### config.mk
export PLATFORM = sky130hd
export DESIGN_NAME = i8080_bus_ctrl_flat
export DESIGN_NICKNAME = d
export VERILOG_FILES = /design/src/rtl/i8080_bus_ctrl_if.sv /design/src/rtl/i8080_bus_ctrl.sv /design/src/flat_wrapper.sv
export SDC_FILE = /design/constraint.sdc
export NUM_CORES = 1
export LEC_CHECK = 0
export CAP_MARGIN = 10
export CORE_MARGIN = 8
export CORE_UTILIZATION = 23
export CTS_CLUSTER_SIZE = 20
export DETAILED_ROUTE_END_ITERATION = 16
export GPL_TIMING_DRIVEN = 0
export HOLD_SLACK_MARGIN = 0.06
export PLACE_DENSITY = 0.89
export SLEW_MARGIN = 30
export SYNTH_ARGS = -nofsm -noshare
export SYNTH_HDL_FRONTEND = slang
export SYNTH_SLANG_ARGS = --single-unit
### constraint.sdc
create_clock -name clk -period 1.66 [get_ports clk]
set_input_delay 0.332 -clock clk [delete_from_list [all_inputs] [get_ports clk]]
set_output_delay 0.332 -clock clk [all_outputs]
set_load 0.1 [all_outputs]
### src/rtl/i8080_bus_ctrl_if.sv
// CPU-side and device-side bus signals of the 8080 system-bus controller.
// Latency: none, wires only.
// Backpressure: none; wait states are expressed through ce.
interface i8080_bus_ctrl_if #(
    parameter int NUM_MEM = 4,
    parameter int NUM_IO  = 4
);
    logic [15:0]          addr;
    logic [7:0]           odata;
    logic                 sync;
    logic                 rd;
    logic                 wr_n;
    logic                 ce;
    logic [7:0]           idata;
    logic [7:0]           status;
    logic [NUM_MEM-1:0]   mem_rd;
    logic [NUM_MEM-1:0]   mem_we;
    logic [NUM_MEM*8-1:0] mem_data;
    logic [NUM_IO-1:0]    io_rd;
    logic [NUM_IO-1:0]    io_we;
    logic [NUM_IO*8-1:0]  io_data;
    logic                 unmapped;

    // Controller side.
    modport master (
        input  addr, odata, sync, rd, wr_n, mem_data, io_data,
        output ce, idata, status, mem_rd, mem_we, io_rd, io_we, unmapped
    );

    // CPU / device side.
    modport slave (
        output addr, odata, sync, rd, wr_n, mem_data, io_data,
        input  ce, idata, status, mem_rd, mem_we, io_rd, io_we, unmapped
    );
endinterface

### src/rtl/i8080_bus_ctrl.sv
// i8080 system-bus controller: CPU clock enable, status latch, region/port decode, wait states, read mux.
// Latency: strobes, idata and unmapped are combinational from addr/rd/wr_n; status follows sync by one clock.
// Backpressure: a region's wait states hold ce low for MEM_WAIT*CE_DIV clocks; strobes and idata stay valid.
module i8080_bus_ctrl #(
    parameter int                   CE_DIV   = 2,
    parameter int                   NUM_MEM  = 4,
    parameter int                   NUM_IO   = 4,
    parameter logic [NUM_MEM*16-1:0] MEM_BASE = '0,
    parameter logic [NUM_MEM*16-1:0] MEM_MASK = '0,
    parameter logic [NUM_MEM-1:0]    MEM_RO   = '0,
    parameter logic [NUM_MEM*4-1:0]  MEM_WAIT = '0,
    parameter logic [NUM_IO*8-1:0]   IO_BASE  = '0,
    parameter logic [NUM_IO*8-1:0]   IO_MASK  = '0,
    parameter logic [7:0]            INTA_VEC = 8'hFF
) (
    input  logic                   clk,
    input  logic                   reset,
    i8080_bus_ctrl_if.master       bus
);
    localparam int DW = $clog2(CE_DIV);
    localparam int WW = $clog2(15 * CE_DIV + 1);

    logic [DW-1:0]      div_q, div_d;
    logic [WW-1:0]      wait_q, wait_d;
    logic [7:0]         status_q, status_d;
    logic               acc_q, acc_d;

    logic               is_io, is_inta, is_mem;
    logic [NUM_MEM-1:0] mem_hit;
    logic               mem_any;
    logic [7:0]         mem_rdata;
    logic [3:0]         hit_wait;
    logic [NUM_IO-1:0]  io_hit;
    logic               io_any;
    logic [7:0]         io_rdata;
    logic               acc, start, load, tc, suppress;
    logic [WW-1:0]      load_val;

    // Access type from the latched status byte; I/O takes priority over INTA.
    assign is_io   = status_q[6] | status_q[4];
    assign is_inta = ~is_io & status_q[0];
    assign is_mem  = ~is_io & ~status_q[0];

    // Memory region decode: first matching region wins and supplies data and wait count.
    always_comb begin
        mem_hit   = '0;
        mem_any   = 1'b0;
        mem_rdata = 8'h00;
        hit_wait  = 4'd0;
        for (int i = 0; i < NUM_MEM; i++) begin
            if (!mem_any && is_mem &&
                ((bus.addr & MEM_MASK[i*16 +: 16]) == MEM_BASE[i*16 +: 16])) begin
                mem_any    = 1'b1;
                mem_hit[i] = 1'b1;
                mem_rdata  = bus.mem_data[i*8 +: 8];
                hit_wait   = MEM_WAIT[i*4 +: 4];
            end
        end
    end

    // I/O port decode on the low address byte: first matching group wins.
    always_comb begin
        io_hit   = '0;
        io_any   = 1'b0;
        io_rdata = 8'h00;
        for (int j = 0; j < NUM_IO; j++) begin
            if (!io_any && is_io &&
                ((bus.addr[7:0] & IO_MASK[j*8 +: 8]) == IO_BASE[j*8 +: 8])) begin
                io_any    = 1'b1;
                io_hit[j] = 1'b1;
                io_rdata  = bus.io_data[j*8 +: 8];
            end
        end
    end

    // Per-target strobes; writes into read-only regions are simply not forwarded.
    assign bus.mem_rd = {NUM_MEM{bus.rd}} & mem_hit;
    assign bus.mem_we = {NUM_MEM{~bus.wr_n}} & mem_hit & ~MEM_RO;
    assign bus.io_rd  = {NUM_IO{bus.rd}} & io_hit;
    assign bus.io_we  = {NUM_IO{~bus.wr_n}} & io_hit;

    // Read data mux back to the CPU; open bus reads as 8'hFF.
    always_comb begin
        bus.idata = 8'hFF;
        if (is_inta) begin
            bus.idata = INTA_VEC;
        end else if (mem_any) begin
            bus.idata = mem_rdata;
        end else if (io_any) begin
            bus.idata = io_rdata;
        end
    end

    // Access start is the rising edge of (rd | ~wr_n); only memory hits load wait states.
    assign acc      = bus.rd | ~bus.wr_n;
    assign start    = acc & ~acc_q;
    assign load     = start & mem_any;
    assign load_val = WW'(hit_wait) * WW'(CE_DIV);
    assign tc       = (div_q == DW'(CE_DIV - 1)) && (wait_q == '0);
    // A wait load on the terminal-count clock takes that ce pulse away.
    assign suppress = load && (load_val != '0);

    assign bus.ce       = tc & ~suppress & ~reset;
    assign bus.unmapped = start & ~mem_any & ~io_any & ~is_inta & ~reset;
    assign bus.status   = status_q;

    // Next state: divider runs unless a wait is counting down; a new load overrides the count.
    always_comb begin
        status_d = bus.sync ? bus.odata : status_q;
        acc_d    = acc;
        div_d    = div_q;
        wait_d   = wait_q;
        if (wait_q != '0) begin
            wait_d = wait_q - WW'(1);
        end else if (div_q == DW'(CE_DIV - 1)) begin
            div_d = '0;
        end else begin
            div_d = div_q + DW'(1);
        end
        if (load) begin
            wait_d = load_val;
        end
    end

    // State registers with synchronous reset; reset also aborts any wait in progress.
    always_ff @(posedge clk) begin
        if (reset) begin
            div_q    <= '0;
            wait_q   <= '0;
            status_q <= 8'h00;
            acc_q    <= 1'b0;
        end else begin
            div_q    <= div_d;
            wait_q   <= wait_d;
            status_q <= status_d;
            acc_q    <= acc_d;
        end
    end
endmodule

### src/flat_wrapper.sv
// flat-port wrapper written by rule: the top's interface ports become plain ports
module i8080_bus_ctrl_flat 
#(
    parameter int                   CE_DIV   = 2,
    parameter int                   NUM_MEM  = 4,
    parameter int                   NUM_IO   = 4,
    parameter logic [NUM_MEM*16-1:0] MEM_BASE = '0,
    parameter logic [NUM_MEM*16-1:0] MEM_MASK = '0,
    parameter logic [NUM_MEM-1:0]    MEM_RO   = '0,
    parameter logic [NUM_MEM*4-1:0]  MEM_WAIT = '0,
    parameter logic [NUM_IO*8-1:0]   IO_BASE  = '0,
    parameter logic [NUM_IO*8-1:0]   IO_MASK  = '0,
    parameter logic [7:0]            INTA_VEC = 8'hFF
)
  (clk, reset, bus_addr, bus_odata, bus_sync, bus_rd, bus_wr_n, bus_mem_data, bus_io_data, bus_ce, bus_idata, bus_status, bus_mem_rd, bus_mem_we, bus_io_rd, bus_io_we, bus_unmapped);
  i8080_bus_ctrl_if #(.NUM_MEM(NUM_MEM), .NUM_IO(NUM_IO)) bus_i ();
  input  logic clk;
  input  logic reset;
  input wire logic [$bits(bus_i.addr)-1:0] bus_addr;
  input wire logic [$bits(bus_i.odata)-1:0] bus_odata;
  input wire logic [$bits(bus_i.sync)-1:0] bus_sync;
  input wire logic [$bits(bus_i.rd)-1:0] bus_rd;
  input wire logic [$bits(bus_i.wr_n)-1:0] bus_wr_n;
  input wire logic [$bits(bus_i.mem_data)-1:0] bus_mem_data;
  input wire logic [$bits(bus_i.io_data)-1:0] bus_io_data;
  output wire logic [$bits(bus_i.ce)-1:0] bus_ce;
  output wire logic [$bits(bus_i.idata)-1:0] bus_idata;
  output wire logic [$bits(bus_i.status)-1:0] bus_status;
  output wire logic [$bits(bus_i.mem_rd)-1:0] bus_mem_rd;
  output wire logic [$bits(bus_i.mem_we)-1:0] bus_mem_we;
  output wire logic [$bits(bus_i.io_rd)-1:0] bus_io_rd;
  output wire logic [$bits(bus_i.io_we)-1:0] bus_io_we;
  output wire logic [$bits(bus_i.unmapped)-1:0] bus_unmapped;
  assign bus_i.addr = bus_addr;
  assign bus_i.odata = bus_odata;
  assign bus_i.sync = bus_sync;
  assign bus_i.rd = bus_rd;
  assign bus_i.wr_n = bus_wr_n;
  assign bus_i.mem_data = bus_mem_data;
  assign bus_i.io_data = bus_io_data;
  assign bus_ce = bus_i.ce;
  assign bus_idata = bus_i.idata;
  assign bus_status = bus_i.status;
  assign bus_mem_rd = bus_i.mem_rd;
  assign bus_mem_we = bus_i.mem_we;
  assign bus_io_rd = bus_i.io_rd;
  assign bus_io_we = bus_i.io_we;
  assign bus_unmapped = bus_i.unmapped;
  i8080_bus_ctrl #(.CE_DIV(CE_DIV), .NUM_MEM(NUM_MEM), .NUM_IO(NUM_IO), .MEM_BASE(MEM_BASE), .MEM_MASK(MEM_MASK), .MEM_RO(MEM_RO), .MEM_WAIT(MEM_WAIT), .IO_BASE(IO_BASE), .IO_MASK(IO_MASK), .INTA_VEC(INTA_VEC)) u_core (.clk(clk), .reset(reset), .bus(bus_i));
endmodule
==> flow_metrics.tcl, run 1 <==
set metrics [dict create \
    path_class "reg2out" \
    first_pass_iters 2 \
    ant_nets 0 \
    syn_inst 105 \
    clock_path_buffers 2 \
    required_ns 1.33 \
    r2r_cells 6 \
    hold_start "bus_sync" \
    r2r_slack_ns 0.20 \
    holdBufCountCts 0 \
    grt_pass1_vias 1064 \
    cts_max_level 1 \
    start_util 0.237 \
    path_cells "inv_2 > ha_4 > or4b_4 > nor3b_4 > buf_12" \
    cts_tree "done" \
    ir_worst_vdd_uv 636 \
    final_area_um2 2020 \
    fill_cells 308 \
    gp_congestion 0.763 \
    cellPowerDensity_nw_per_um2 1170 \
    yosysUniqueCellTypes 22 \
    violations "negative setup slack" \
    drv_slew 0 \
    grt_pass1_wl_mm 5.46 \
    drive_gt1_frac 0.497 \
    area_growth_pct 137 \
    synth_top_family_by_area "simple AND/OR/NAND/NOR gates" \
    grt_util_all_layers 0.116 \
    cp_top_family "simple AND/OR/NAND/NOR gates" \
    grt_max_degree 11 \
    drt-vias-per-instance 4.13 \
    drt_iter0_markers 9 \
    hold_depth 3 \
    worstReg2RegEnd "u_core.wait_q[1]$_SDFFE_PP0P_" \
    leakagePower_nw 0.863 \
    path_clk_slew_ns 0.07 \
    min_period_ns 2.04 \
    endpoint_kind "primary output" \
    fin_ws_ns -0.376 \
    critPathSlowestCell "or4b_4" \
    placed_area_um2 1650 \
    ys_warn_count 0 \
    diodes 0 \
    ios 127 \
    cts_inserted_buffers 3 \
    skew_ns 0.00798 \
    port_buffers 48 \
    wl_mm 3.57 \
    dr_total_vias 971 \
    clk_latency_ns 0.25 \
    synth-edff-count 0 \
    ys_ff_latch 15 \
    grt_remaining_overflow 0 \
    max-cap-violations 0 \
    r2r_start "u_core.wait_q[0]$_SDFFE_PP0P_" \
    finalNetCount 283 \
    antenna_found_initial 0 \
    drc 0 \
    grt_setup_unrepaired "yes" \
    synth_seq_area_share 0.352 \
    synth_compound_area_frac 0.0718 \
    syn_area_per_cell_um2 8.13 \
    die_h_um 76.9 \
    hold_violations 0 \
    status "complete, but fails checks" \
    routedWlPerCell_um 15.2 \
    postSynth.asyncResetShare 0 \
    cpPeakStageDelay_ns 0.48 \
    setup_violations 9 \
    rows 22 \
    dpl.hpwl_mm 2.26 \
    critPathArrivalTime_ns 1.70 \
    hold_path_class "in2reg" \
    synthAdderAreaFrac 0.0293 \
    slew_headroom 0.631 \
    coreArea_um2 3610 \
    power_mw 2.37 \
    synthXorXnorAreaFrac 0.0308 \
    path_buf_inv 2 \
    cts_sinks 15 \
    yosys.area_share.simple 0.262 \
    fmax_mhz 491 \
    min_to "u_core.bus.status[0]$_SDFFE_PP0P_" \
    netlist_top_cells_area "dfxtp_1 (35%), nor2_1 (14%), buf_4 (11%)" \
    dieArea_um2 5920 \
    root_buffer "clkbuf_8" \
    fin_crit_sh 1.23 \
    tightest_slew_ns 0.557 \
    synth_area_um2 853 \
    synth.top_cell.area_share 0.352 \
    start_kind "flop" \
    crit_path_max_fanout 2 \
    yosys-mux-area-fraction 0.106 \
    synth-main-ff-cell "dfxtp_1" \
    die_w_um 76.9 \
    yosysTopAreaCell "dfxtp_1" \
]
## tightest hold or removal path: cells and delay by family
family                 cells  cell delay (ns)
AND/OR/NAND/NOR            1             0.07
buffers and inverters      1             0.18
multiplexers               1             0.14
## cell usage in the layout, fill, tap and decap left out, types with 2 or more instances in the layout
master / instances
buf_4: 27
clkdlybuf4s50_1: 25
nor2_1: 23
conb_1: 13
buf_12: 11
nor2_4: 10
dfxtp_1: 10
mux2i_1: 9
a21oi_4: 8
clkdlybuf4s15_2: 7
buf_8: 4
nor3_1: 4
buf_6: 4
xnor2_1: 3
clkbuf_8: 3
dfxtp_4: 3
inv_2: 2
dlygate4sd2_1: 2
dfxtp_2: 2
## registers in the layout (all words and copies together) (netlist names)
signal,flops
u_core.bus.status,8
u_core.div_q,1
u_core.wait_q,5
u_core.acc_q,1
## kinds of logic after synthesis
kind of cell | after synthesis
flops | 15
xor+xnor | 3
fa+ha+maj | 2
compound gates | 10
mux | 9
buf+inv | 19
simple gates | 46
other cells | 1
## Yosys cell counts, types with 2 or more instances
master and count:
inv_1 2, buf_4 13, buf_2 2, xnor2_1 3
nor2_1 32, nor2b_1 2, mux2i_1 9, a21oi_1 8
clkbuf_1 2, dfxtp_1 15, ha_1 2, nor3_1 4
nor3b_1 2
## how the worst max path moves through the flow
stage	depth (start not counted)	start	endpoint	slack, ns
6_report	5	u_core.wait_q[0]$_SDFFE_PP0P_	bus_ce	-0.38
5_1_grt	5	u_core.wait_q[0]$_SDFFE_PP0P_	bus_ce	-0.43
4_1_cts	5	u_core.wait_q[1]$_SDFFE_PP0P_	bus_ce	-0.37
3_5_place_dp	4	reset	bus_ce	-1.12
3_3_place_gp	4	reset	bus_ce	-1.13
2_1_floorplan	4	u_core.wait_q[0]$_SDFFE_PP0P_	bus_ce	-0.54
## metrics by stage
step                       util  hold WS (ns)  setup TNS (ns)  std cells  setup slack (ns)
after floorplan               -         0.404           -2.16        117            -0.540
after global placement    0.457         0.475          -12.14        213             -1.13
after detailed placement  0.457         0.483          -12.22        213             -1.12
after CTS                 0.541         0.505          -0.752        231            -0.366
after global routing      0.561         0.557           -1.22        235            -0.431
final                     0.561         0.506          -0.617        235            -0.376
## area by class of cell
cell class                 instances  area (µm²)  area share
timing repair buffer              66         752       0.372
multi-input combinational         83         699       0.346
sequential                        15         314       0.155
buffer                            17         141      0.0699
tap                               48        60.1      0.0297
clock buffer                       3        41.3      0.0204
clock inverter                     1        7.51     0.00371
inverter                           2        7.51     0.00371
## metal layers
layer / vias to the layer above / track usage / wire (µm)
met5: - / 0 / 0
met2: 46 / 0.201 / 1850
met1: 437 / 0.129 / 1450
met4: 0 / 0.0462 / 42
met3: 4 / 0.0350 / 224
li1: 484 / - / -
## report_power, final
part / total (mW) / internal [mW] / switching (mW)
clock: 0.307 / 0.169 / 0.138
combinational: 1.56 / 0.655 / 0.903
sequential: 0.502 / 0.433 / 0.0692
total: 2.37 / 1.26 / 1.11
## what timing repair did
item	CTS	global route
pin swaps	4	4
gates resized for setup	144	16
setup buffers	14	5
endpoints found under the setup margin	21	13
(Power assumes the default switching activity.)
==> run 2, diff against run 1 <==
CORE_MARGIN = unset   (was 8)
GPL_TIMING_DRIVEN = unset   (was 0)
MAX_ROUTING_LAYER = met4   (was unset)
==> run 2 against run 1 <==
Against the previous run:
- the flow still finishes with violations (negative setup slack)
- sequential share of layout area increased by 0.087 points
- count of clock-buffer cells in the layout is 1 higher
- highest routed layer unchanged
- fmax decreased by 0.15%
==> flow_metrics.tcl, run 2 (synthesized netlist as in run 1, its figures left out) <==
set metrics [dict create \
    leakagePower_nw 0.857 \
    fin_crit_sh 1.23 \
    final_area_um2 2010 \
    r2r_cells 6 \
    hold_start "u_core.div_q$_SDFFE_PP0N_" \
    finalNetCount 275 \
    path_class "reg2out" \
    die_w_um 62.9 \
    wl_mm 2.85 \
    setup_violations 1 \
    final_common_cell "nor2_1" \
    drt_iter0_markers 4 \
    skew_ns 0.00543 \
    cts_tree "done" \
    ios 127 \
    status "complete, but fails checks" \
    ant_nets 0 \
    multi_input_comb_area_um2 671 \
    grt_remaining_overflow 0 \
    clock_path_buffers 2 \
    r2r_start "u_core.wait_q[1]$_SDFFE_PP0P_" \
    grt_util_all_layers 0.156 \
    path_clk_slew_ns 0.06 \
    final_cell_mix "nor2_1 (30), clkdlybuf4s50_1 (26), buf_4 (22), buf_12 (22), conb_1 (13)" \
    grt_max_degree 14 \
    drv_slew 0 \
    critPathArrivalTime_ns 1.71 \
    cts_sinks 15 \
    holdBufCountCts 0 \
    violations "negative setup slack" \
    drc 0 \
    worstReg2RegEnd "u_core.wait_q[1]$_SDFFE_PP0P_" \
    required_ns 1.33 \
    start_util 0.248 \
    grt_pass1_vias 1031 \
    seq_area_um2 314 \
    die_h_um 62.9 \
    cellPowerDensity_nw_per_um2 1260 \
    max-cap-violations 0 \
    min_period_ns 2.04 \
    rows 21 \
    dr_total_vias 965 \
    diodes 0 \
    r2r_slack_ns 0.10 \
    drive_gt1_frac 0.441 \
    ir_worst_vdd_uv 732 \
    grt_setup_unrepaired "yes" \
    fin_ws_ns -0.379 \
    hold_depth 2 \
    root_buffer "clkbuf_8" \
    fmax_mhz 490 \
    cts_max_level 1 \
    drt-vias-per-instance 4.29 \
    hold_path_class "reg2reg" \
    clk_latency_ns 0.25 \
    grt_pass1_wl_mm 4.60 \
    hold_violations 0 \
    tightest_slew_ns 0.500 \
    gp_congestion 0.800 \
    coreArea_um2 3440 \
    routedWlPerCell_um 12.6 \
    antenna_found_initial 0 \
    path_cells "inv_2 > ha_4 > or4b_4 > nor3b_4 > buf_12" \
    tns_ns -0.379 \
    crit_path_max_fanout 2 \
    port_buffers 49 \
    fill_cells 291 \
    dieArea_um2 3960 \
    start_kind "flop" \
    area_growth_pct 136 \
    first_pass_iters 3 \
    placed_area_um2 1870 \
    min_to "u_core.div_q$_SDFFE_PP0N_" \
    dpl.hpwl_mm 2.17 \
    critPathSlowestCell "or4b_4" \
    slew_headroom 0.666 \
    cpPeakStageDelay_ns 0.48 \
    largest_register_ffs 8 \
    endpoint_kind "primary output" \
    cts_inserted_buffers 3 \
]
-- run 2: report_power, final --
part,leakage [nW],switching [mW],internal (mW)
combinational,0.708,0.949,0.788
sequential,0.127,0.0550,0.433
clock,0.0228,0.134,0.170
-- run 2: cell type report --
type | instances | area share
clock buffers | 4 | 0.0224
multi-input cells | 83 | 0.333
repair buffers | 75 | 0.456
inverters | 2 | 0.00373
flip-flops and latches | 15 | 0.156
well taps | 46 | 0.0286
-- run 2: per-layer routing --
layer | up-vias | part of all wire | track usage
met3 | 4 | 0.078 | 0.0401
met1 | 438 | 0.40 | 0.159
met2 | 55 | 0.50 | 0.281
li1 | 468 | - | -
met5 | - | 0 | -
met4 | 0 | 0.014 | 0.0610
-- run 2: critical path, delay by kind of cell (launching register included) --
family	cells	cell delay, ns
buf+inv	2	0.28
flops	1	0.33
fa+ha+maj	1	0.13
simple gates	2	0.72
-- run 2: stage by stage --
step	instances	util	power, mW	hold WS (ns)	setup WS (ns)
final	225	0.585	2.53	0.522	-0.379
after global routing	225	0.585	2.68	0.590	-0.462
after CTS	226	0.577	2.49	0.527	-0.391
after detailed placement	212	0.542	2.06	0.506	-0.137
after global placement	212	0.542	2.02	0.505	-0.122
after floorplan	117	-	1.54	0.404	-0.540
-- run 2: repair_timing --
item,CTS,global route
setup buffers,10,2
resized for setup,3,6
pin swaps,4,4
endpoints found under the setup margin,13,14
-- run 2: worst max-delay path by stage --
| stage | from | end | slack (ns) | cells after the start |
|---|---|---|---|---|
| final | u_core.wait_q[1]$_SDFFE_PP0P_ | bus_ce | -0.38 | 5 |
| after global routing | u_core.wait_q[0]$_SDFFE_PP0P_ | bus_ce | -0.46 | 5 |
| after CTS | u_core.wait_q[1]$_SDFFE_PP0P_ | bus_ce | -0.39 | 5 |
| after detailed placement | u_core.wait_q[1]$_SDFFE_PP0P_ | bus_ce | -0.14 | 5 |
| after global placement | u_core.wait_q[1]$_SDFFE_PP0P_ | bus_ce | -0.12 | 5 |
| after floorplan | u_core.wait_q[0]$_SDFFE_PP0P_ | bus_ce | -0.54 | 4 |
